--- src/rtl/adder_bist_ctrl.sv ---
// Exhaustive operand-sweep BIST controller for a WIDTH-bit adder.
// Drives A/B, waits SETTLE+1 cycles per pair, checks {carry,sum} against A+B.
module adder_bist_ctrl #(
    parameter int WIDTH  = 8,
    parameter int SETTLE = 1,
    parameter int CNT_W  = 16
) (
    input  logic             clk,
    input  logic             rst,
    input  logic             start,
    input  logic             abort,
    output logic [WIDTH-1:0] A,
    output logic [WIDTH-1:0] B,
    input  logic [WIDTH-1:0] sum,
    input  logic             carry,
    output logic             busy,
    output logic             done,
    output logic             pass,
    output logic [CNT_W-1:0] err_count,
    output logic [WIDTH-1:0] fail_a,
    output logic [WIDTH-1:0] fail_b
);

    localparam int SW = (SETTLE > 1) ? $clog2(SETTLE) : 1;
    localparam logic [SW-1:0] RELOAD = SW'(SETTLE - 1);

    typedef enum logic [1:0] {IDLE, WAIT, CHECK, DONE} state_t;

    state_t           state, state_n;
    logic [SW-1:0]    cnt, cnt_n;
    logic [WIDTH-1:0] a_n, b_n, fa_n, fb_n;
    logic [CNT_W-1:0] err_n;
    logic             seen, seen_n;
    logic             pass_n;
    logic [WIDTH:0]   golden;
    logic             mismatch;
    logic             last;

    assign golden   = {1'b0, A} + {1'b0, B};
    assign mismatch = ({carry, sum} != golden);
    assign last     = (&A) & (&B);

    assign busy = (state == WAIT) || (state == CHECK);
    assign done = (state == DONE);

    always_ff @(posedge clk or posedge rst) begin
        if (rst) begin
            state     <= IDLE;
            cnt       <= '0;
            A         <= '0;
            B         <= '0;
            err_count <= '0;
            fail_a    <= '0;
            fail_b    <= '0;
            seen      <= 1'b0;
            pass      <= 1'b0;
        end else begin
            state     <= state_n;
            cnt       <= cnt_n;
            A         <= a_n;
            B         <= b_n;
            err_count <= err_n;
            fail_a    <= fa_n;
            fail_b    <= fb_n;
            seen      <= seen_n;
            pass      <= pass_n;
        end
    end

    always_comb begin
        state_n = state;
        cnt_n   = cnt;
        a_n     = A;
        b_n     = B;
        err_n   = err_count;
        fa_n    = fail_a;
        fb_n    = fail_b;
        seen_n  = seen;
        pass_n  = pass;
        unique case (state)
            IDLE, DONE: begin
                if (start) begin
                    a_n     = '0;
                    b_n     = '0;
                    err_n   = '0;
                    fa_n    = '0;
                    fb_n    = '0;
                    seen_n  = 1'b0;
                    pass_n  = 1'b0;
                    cnt_n   = RELOAD;
                    state_n = WAIT;
                end
            end
            WAIT: begin
                if (abort) begin
                    pass_n  = 1'b0;
                    state_n = IDLE;
                end else if (cnt == '0) begin
                    state_n = CHECK;
                end else begin
                    cnt_n = cnt - SW'(1);
                end
            end
            CHECK: begin
                if (abort) begin
                    // comparison on this cycle is dropped
                    pass_n  = 1'b0;
                    state_n = IDLE;
                end else begin
                    if (mismatch) begin
                        if (err_count != '1) begin
                            err_n = err_count + CNT_W'(1);
                        end
                        if (!seen) begin
                            seen_n = 1'b1;
                            fa_n   = A;
                            fb_n   = B;
                        end
                    end
                    if (last) begin
                        pass_n  = (err_n == '0);
                        state_n = DONE;
                    end else begin
                        b_n = B + WIDTH'(1);
                        if (&B) begin
                            a_n = A + WIDTH'(1);
                        end
                        cnt_n   = RELOAD;
                        state_n = WAIT;
                    end
                end
            end
            default: state_n = IDLE;
        endcase
    end

endmodule

--- config.mk ---
export PLATFORM = sky130hd
export DESIGN_NAME = adder_bist_ctrl
export DESIGN_NICKNAME = d
export VERILOG_FILES = /design/src/rtl/adder_bist_ctrl.sv
export SDC_FILE = /design/constraint.sdc
export NUM_CORES = 1
export LEC_CHECK = 0
export CAP_MARGIN = 20
export CORE_UTILIZATION = 45
export CTS_BUF_LIST = sky130_fd_sc_hd__clkbuf_4 sky130_fd_sc_hd__clkbuf_8
export DETAILED_ROUTE_END_ITERATION = 10
export GPL_TIMING_DRIVEN = 1
export HOLD_SLACK_MARGIN = 0.15
export PLACE_DENSITY = 0.77
export SYNTH_ARGS = -nofsm -noshare
export SYNTH_HDL_FRONTEND = slang
export SYNTH_SLANG_ARGS = --single-unit
--- constraint.sdc ---
create_clock -name clk -period 9.3 [get_ports clk]
set_input_delay 0.93 -clock clk [delete_from_list [all_inputs] [get_ports clk]]
set_output_delay 0.93 -clock clk [all_outputs]
set_load 0.02 [all_outputs]
# Word level (Yosys, flattened, before mapping)
# Cells that the tools add are included.
# op_classes
add_sub_neg,5
multipliers,0
div,0
n_lt_le_gt_ge,0
n_eq_ne,15
shifts,0
muxes,42
n_bitwise,1
reduce_logical,15
# ops
operator,count
16-bit two-way mux,6
8-bit two-way mux,12
8-bit one-hot mux with 2 select lines,4
16-bit one-hot mux with 2 select lines,1
"16-bit by 1-bit adder with 16-bit output, second input constant",1
"8-bit by 1-bit adder with 8-bit output, second input constant",2
16-bit zero test,1
"16-bit inequality test, second input constant",1
"2-bit inequality test, second input constant",8
8-bit AND reduction,2
4-bit AND reduction,3
1-bit two-way mux,10
2-bit two-way mux,5
5-bit AND reduction,2
8-bit by 8-bit adder with 9-bit output,1
9-bit inequality test,1
"3-bit inequality test, second input constant",2
1-bit one-hot mux with 3 select lines,2
2-bit one-hot mux with 3 select lines,1
3-bit AND reduction,2
"2-bit equality test, second input constant",2
"2-bit by 1-bit equality test with 1-bit output, second input constant",1
2-bit zero test,1
1-bit one-hot mux with 2 select lines,1
6 further kinds,6
# totals
reg_bits,53
latchBits,0
ram_bits,0
romBits,0
in_bits,13
out_inout_bits,51
mem_count,0

# Logic depth before layout (Yosys ltp)
# Gate-level depths: netlist (run 1).
# logic_depth
ltp_word,9
depth_mapped,12
depth_no_buf,11

# Worst setup path after synthesis (run 1)
# OpenSTA, ideal clock, no wires.
# synth_timing
path_type,flip-flop to flip-flop
startpoint,reg A[0]
endpoint,reg pass
arrival_time_ns,3.189
path_slack_ns,6.019
path_stages_with_launch,12
synth_period_minus_slack_ns,3.281
cell_sequence,dfrtp_1 ha_1 fa_1 xor2_1 a211o_1 nor3_2 nand4_1 nor4_4 nor3_2 mux2_1 a2111o_1 o31ai_2
# synth_between
elab_chain_cells,9
word_cells_on_any_way,13
classes_between,add/sub: 1; eq/ne: 2; mux: 6; bitwise: 1; reduce/logical: 3
# synth_lines
element,line,source
"start, declared",12,"output logic [WIDTH-1:0] A,"
"start signal, assigned",60,A <= a_n;
8-bit by 8-bit adder with 9-bit output,39,"assign golden = {1'b0, A} + {1'b0, B};"
9-bit inequality test,40,"assign mismatch = ({carry, sum} != golden);"
16-bit two-way mux,110,if (mismatch) begin
16-bit two-way mux,105,if (abort) begin
16-bit two-way mux,80,unique case (state)
16-bit zero test,121,pass_n = (err_n == '0);
1-bit two-way mux,120,if (last) begin
1-bit two-way mux,105,
1-bit one-hot mux with 3 select lines,80,
"end signal, assigned",66,pass <= pass_n;
"end, declared",18,"output logic pass,"
# Several ways; a longest one is shown, not always the timed one. The select of a mux whose other input is x is not followed.
# A chain may end at the register's enable or synchronous reset.

# Worst setup path after layout (run 1)
# layout_timing
startpoint,reg B[0]
endpoint,reg pass
# layout_between
elab_chain_cells,9
word_cells_on_any_way,13
classes_between,add/sub: 1; eq/ne: 2; mux: 6; bitwise: 1; reduce/logical: 3
# layout_lines
element,line,source
"start, declared",13,"output logic [WIDTH-1:0] B,"
"start signal, assigned",61,B <= b_n;
8-bit by 8-bit adder with 9-bit output,39,
9-bit inequality test,40,
16-bit two-way mux,110,
16-bit two-way mux,105,
16-bit two-way mux,80,
16-bit zero test,121,
1-bit two-way mux,120,
1-bit two-way mux,105,
1-bit one-hot mux with 3 select lines,80,
# Several ways; a longest one is shown, not always the timed one. The select of a mux whose other input is x is not followed.

==> results of run 1 <==
==> cells by family (layout without fill, tap and decap cells) <==
kind of cell,Yosys count,after routing
AOI/OAI and AO/OA,93,93
and+or+nand+nor,116,116
DFF,52,52
xor gates and xnor gates,31,31
buffers and inverters,22,84
adders and majority gates,15,15
muxes,5,5
==> cells in the mapped netlist, drive strengths merged, types with 3 or more instances <==
library cell / count
a22o: 22
nand3: 12
o21ai: 21
xor2: 16
mux2i: 4
nand2: 25
a21o: 3
inv: 9
o31ai: 3
o22ai: 3
nor3: 12
a31oi: 4
ha: 14
nand2b: 3
nand4: 7
and3: 7
nor2: 31
or3: 3
nor4b: 3
buf: 4
a211oi: 3
a21oi: 13
dfrtp: 52
clkbuf: 9
xnor2: 15
==> flip-flops by register name, indices dropped and copies added, names as in the netlist <==
signal	flops
seen	1
fail_b	8
err_count	16
state	2
pass	1
B	8
fail_a	8
A	8
==> worst max-delay path: cells and delay by family, from the launching register on <==
family | cells | cell delay (ps)
flip-flops | 1 | 540
XOR/XNOR | 1 | 180
adder cells (fa/ha/maj) | 2 | 700
AO/OA/AOI/OAI | 4 | 1040
AND/OR/NAND/NOR | 4 | 1460
==> through the flow <==
stage	instance area (um2)	utilization [%]	setup slack, ps	total power, uW	instances
after floorplan	3190	-	6020	449	334
after global placement	3910	57.2	5210	532	482
after detailed placement	3910	57.2	5150	539	482
after CTS	4000	58.5	5330	675	490
after global routing	4030	58.9	5050	725	492
final	4030	58.9	5290	685	492
==> power by group through the flow <==
stage,sequential [uW],clock [uW],combinational [uW]
after floorplan,265,0,184
after global placement,262,0,269
after detailed placement,263,0,276
after CTS,259,139,277
after global routing,260,147,317
final,259,138,287
==> final cells by class <==
type / instances / area share [%]
timing repair buffer: 67 / 16.7
inverter: 9 / 0.839
multi-input combinational: 260 / 44.8
sequential: 52 / 32.3
clock inverter: 2 / 0.404
tap: 96 / 2.98
clock buffer: 6 / 1.90
==> worst paths after layout <==
check                                to  cells after the start  startpoint
min                           fail_a[2]                      1   fail_a[2]
max                                pass                     11        B[0]
min reg2reg                   fail_a[2]                      1   fail_a[2]
max in group asynchronous  err_count[0]                      3         rst
min in group asynchronous          A[0]                      2         rst
max reg2reg                        pass                     11        B[0]
==> routing by layer <==
metal	vias to the layer above	track usage [%]	part of all wire, %
met3	10	3.43	5.4
met1	1402	34.2	47
met5	-	0	0
met4	0	5.61	1.3
li1	1364	-	-
met2	95	36.9	46
==> metrics, run 1 <==
Synth Flop Type dfrtp_1; Multi-input gate area 1800 um2; nets ~420; die width ~86 um; Reg area 1300 um2; CTS max path bufs 2; first-pass GRT wire length 13.6 mm; Max-slew headroom 42.0%; final hold violation count 0; critical path capture point type flip-flop; max cap viols 0; CTS tree done; Synth Area in Compound Gates a little over a fifth; Critical Path RT 9530 ps; Vias/cell about 6; clk_skew 5.57 ps; grt ovf 0; io pins 64; Logic pwr share between 40% and 50%; share of layout cells above drive strength 1 5.81%; clk_lat worst skew 310 ps; Worst Hold Margin 513 ps; FFs w/ async S/R, synth 100%; drt initial violations between 200 and 300; Net Sw Frac about 43%; filler instances just over 600; sequential element share of the synthesized area 40.8%; leading area contributor after synthesis dfrtp_1; synth top area cells dfrtp_1 (41%), a22o_1 (6.0%), ha_1 (5.5%); H-tree lvl count 2; Vias 2871; drt wl/cell around 17 um; Final HPWL DP roughly 6 mm; setup TNS 0 ps; Mapped Cells 334; flop2flop setup slack 5290 ps; CTS Buf Count 5; commonest non-fill, non-tap cell in the layout clkdlybuf4s50_1; Hold WC Path Type flip-flop to flip-flop; Final GP Congestion 0.909; # DRC 0; DR pass1 iterations 4; post-synthesis xor/xnor area fraction under 10%; Leak 0.00175 uW; Switching Power between 200 and 300 uW; most frequent cells in the layout clkdlybuf4s50_1 (63), dfrtp_1 (52), nor2_1 (31); Seq pwr share 37.8%; Post-synth EDFFs 0; crit path cell chain ha_1 -> fa_1 -> xor2_1 -> a211o_1 -> nor3_2 -> nand4_1 -> nor4_4 -> nor2_1 -> a211oi_1 -> o221ai_1 -> o31ai_2; warnings from Yosys 0; critical-path cell with the highest stage delay nor4_4; crit path launch type flip-flop; Starting Density 46.7%; Clock Tree Root clkbuf_8; # clock sinks 52; CTS resizes 0; outcome finished clean; Worst VDD drop 0.206 mV; I/O Buffers 63; fmax 250 MHz; hold_buf cts 0; area share of and/or/nand/nor cells after synthesis between 10% and 20%; DRT Wirelength 8.23 mm; minimum clock period 4010 ps; Final ANT Viol Nets 0; diodes inserted 0; worst-path maximum fanout 16; Slew Limit Fails 0; Seq cells post-synth 52; post-synth top area share slightly above 40%; critical path class flip-flop to flip-flop; Site Rows 30; Worst-Margin Slew 868 ps; area of the mapped netlist 3190 um2; vias in the first global route approximately 2800; clock network power share 20.2%; largest family of logic cells by synthesized area compound AO/OA/AOI/OAI gates; Reg clk slew, reported paths 100 ps; Distinct cells, synth 60; Mapped Avg Cell Area roughly 9.6 um2; syn nets 362; die height 86.2 um; Global Route Usage Sum 23.5%; power per cell area 170 nW/um2; initial antenna violation count 0; RSZ-0062 raised after global routing no; CP arrival 4240 ps; CORE AREA 6830 um2; largest net degree at the start of global routing 53; Cell Int Power 393 uW; Post-Synth Adder-Cell Area 6.11%; full die area ~7400 um2; Tcrit/Tclk final 43.1%; Final Setup Violations 0; CP max stage delay 770 ps; post-synthesis mux area share 1.61%; setup bufs post-CTS 0; Layout area overhead 26.1%
No activity file was read; power rests on OpenSTA's default activity.
==> run 2: changes to the inputs <==
clock period = 3.7 ns   (was 9.3 ns; I/O delays follow)
==> metrics, run 2 (synthesis gave the netlist of run 1 again) <==
Layout area overhead 29.0% (was 26.1%); final hold violation count 0 (unchanged); clk_lat worst skew 310 ps (about the same); grt ovf 0 (unchanged); Slew Limit Fails 0 (unchanged); Worst Hold Margin 353 ps (was 513 ps); Tcrit/Tclk final 94.8% (was 43.1%); share of layout cells above drive strength 1 8.80% (was 5.81%); critical-path cell with the highest stage delay nor4_4 (unchanged); Starting Density 46.7% (unchanged); full die area 7440 um2 (unchanged); CORE AREA 6830 um2 (unchanged); first-pass GRT wire length 14.0 mm (was 13.6 mm); critical path class flip-flop to flip-flop (unchanged); crit path launch type flip-flop (unchanged); diodes inserted 0 (unchanged); Reg area 1300 um2 (unchanged); Vias/cell 5.77 (was 5.84); Global Route Usage Sum 23.9% (was 23.5%); H-tree lvl count 2 (unchanged); CTS Buf Count 5 (unchanged); Reg with most FFs err_count (unchanged); setup bufs post-CTS 0 (unchanged); # DRC 0 (unchanged); filler instances 609 (was 616); drt wl/cell 16.7 um (about the same); Final ANT Viol Nets 0 (unchanged); die height 86.2 um (unchanged); I/O Buffers 63 (unchanged); Leak 0.00182 uW (was 0.00175 uW); crit path cell chain ha_1 -> fa_1 -> xor2_1 -> a211o_1 -> nor3_2 -> nand4_1 -> nor4_4 -> buf_4 -> or3_1 -> mux2i_1 -> o221ai_1 -> o31ai_2 (was ha_1 -> fa_1 -> xor2_1 -> a211o_1 -> nor3_2 -> nand4_1 -> nor4_4 -> nor2_1 -> a211oi_1 -> o221ai_1 -> o31ai_2); CP max stage delay 560 ps (was 770 ps); Max-slew headroom 45.9% (was 42.0%); Vias 2912 (was 2871); Site Rows 30 (unchanged); commonest non-fill, non-tap cell in the layout clkdlybuf4s50_1 (unchanged); initial antenna violation count 0 (unchanged); vias in the first global route 2816 (was 2773); Worst-Margin Slew 808 ps (was 868 ps); io pins 64 (unchanged); minimum clock period 3510 ps (was 4010 ps); fmax 285 MHz (was 250 MHz); outcome finished clean (unchanged); Clock Tree Root clkbuf_8 (unchanged); critical path capture point type flip-flop (unchanged); flip-flop count of the largest register after layout 16 (unchanged); Worst VDD drop 0.456 mV (was 0.206 mV); RSZ-0062 raised after global routing no (unchanged); clk_skew 5.90 ps (was 5.57 ps); worst-path maximum fanout 9 (was 16); CTS max path bufs 2 (unchanged); dpl cell area 4010 um2 (was 3910 um2); max cap viols 0 (unchanged); DR pass1 iterations 4 (unchanged); most frequent cells in the layout clkdlybuf4s50_1 (63), dfrtp_1 (52), nor2_1 (31) (unchanged); nets 436 (was 423); largest net degree at the start of global routing 53 (unchanged); # clock sinks 52 (unchanged); CTS tree done (unchanged); CP arrival 3730 ps (was 4240 ps); setup TNS 0 ps (unchanged); Final GP Congestion 1.02 (was 0.909); CTS resizes 0 (unchanged); hold_buf cts 0 (unchanged); DRT Wirelength 8.45 mm (was 8.23 mm); final instance area 4120 um2 (was 4030 um2); Final HPWL DP 6.13 mm (was 5.97 mm); drt initial violations 213 (was 272); Critical Path RT 3920 ps (was 9530 ps); power per cell area 429 nW/um2 (was 170 nW/um2); Final Setup Violations 0 (unchanged); Hold WC Path Type input port to async pin (was flip-flop to flip-flop); die width 86.2 um (unchanged); Reg clk slew, reported paths 100 ps (about the same); Multi-input gate area 1800 um2 (unchanged)
-- run 2: changes by cell type in the layout (fill, tap and decap cells not counted), sizes merged --
| cell | before | now |
|---|---|---|
| buf | 4 | 17 |
| clkbuf | 6 | 5 |
| inv | 9 | 10 |
-- run 2: worst max-delay path: cells and delay by family (launching register included) --
family,cells,cell delay (ps)
muxes,1,250
adders and majority gates,2,680
xor gates and xnor gates,1,170
buffers and inverters,1,250
and+or+nand+nor,4,960
AOI/OAI and AO/OA,3,730
DFF,1,390
-- run 2: path summary, 6_finish.rpt --
| check | start | end | slack, ps | cells past startpoint |
|---|---|---|---|---|
| worst max-delay path | A[0] | pass | 190 | 12 |
| worst min-delay path | rst | A[1] | 350 | 2 |
| worst max register to register | A[0] | pass | 190 | 12 |
| worst min register to register | fail_b[0] | fail_b[0] | 510 | 1 |
| max in group asynchronous | rst | err_count[4] | 2830 | 3 |
| min in group clk | fail_b[0] | fail_b[0] | 510 | 1 |
-- run 2: report_power, final --
group	internal, uW	switching (uW)
logic	281	513
registers	602	35.5
clock network	135	201
-- run 2: area by class of cell --
| cell class | instances | area share (%) |
|---|---|---|
| multi-input cells | 260 | 43.8 |
| well taps | 96 | 2.92 |
| clock inverters | 3 | 0.516 |
| repair buffers | 80 | 18.7 |
| inverters | 9 | 0.820 |
| clock buffers | 5 | 1.67 |
| flip-flops and latches | 52 | 31.6 |
-- run 2: stage by stage --
step           util, %  cells  total power, uW  setup slack (ps)
6_report          60.3    505             1770               191
5_1_grt           60.3    505             1870              31.0
4_1_cts           60.0    504             1770               214
3_5_place_dp      58.7    496             1430               224
3_3_place_gp      58.7    496             1400               294
2_1_floorplan        -    334             1130               419
-- run 2: per-layer routing --
| layer | global-route usage [%] | vias up | wire [um] |
|---|---|---|---|
| li1 | - | 1386 | - |
| met1 | 35.4 | 1423 | 3990 |
| met2 | 37.1 | 90 | 3910 |
| met3 | 4.19 | 13 | 456 |
| met4 | 4.55 | 0 | 90 |
| met5 | 0 | - | 0 |
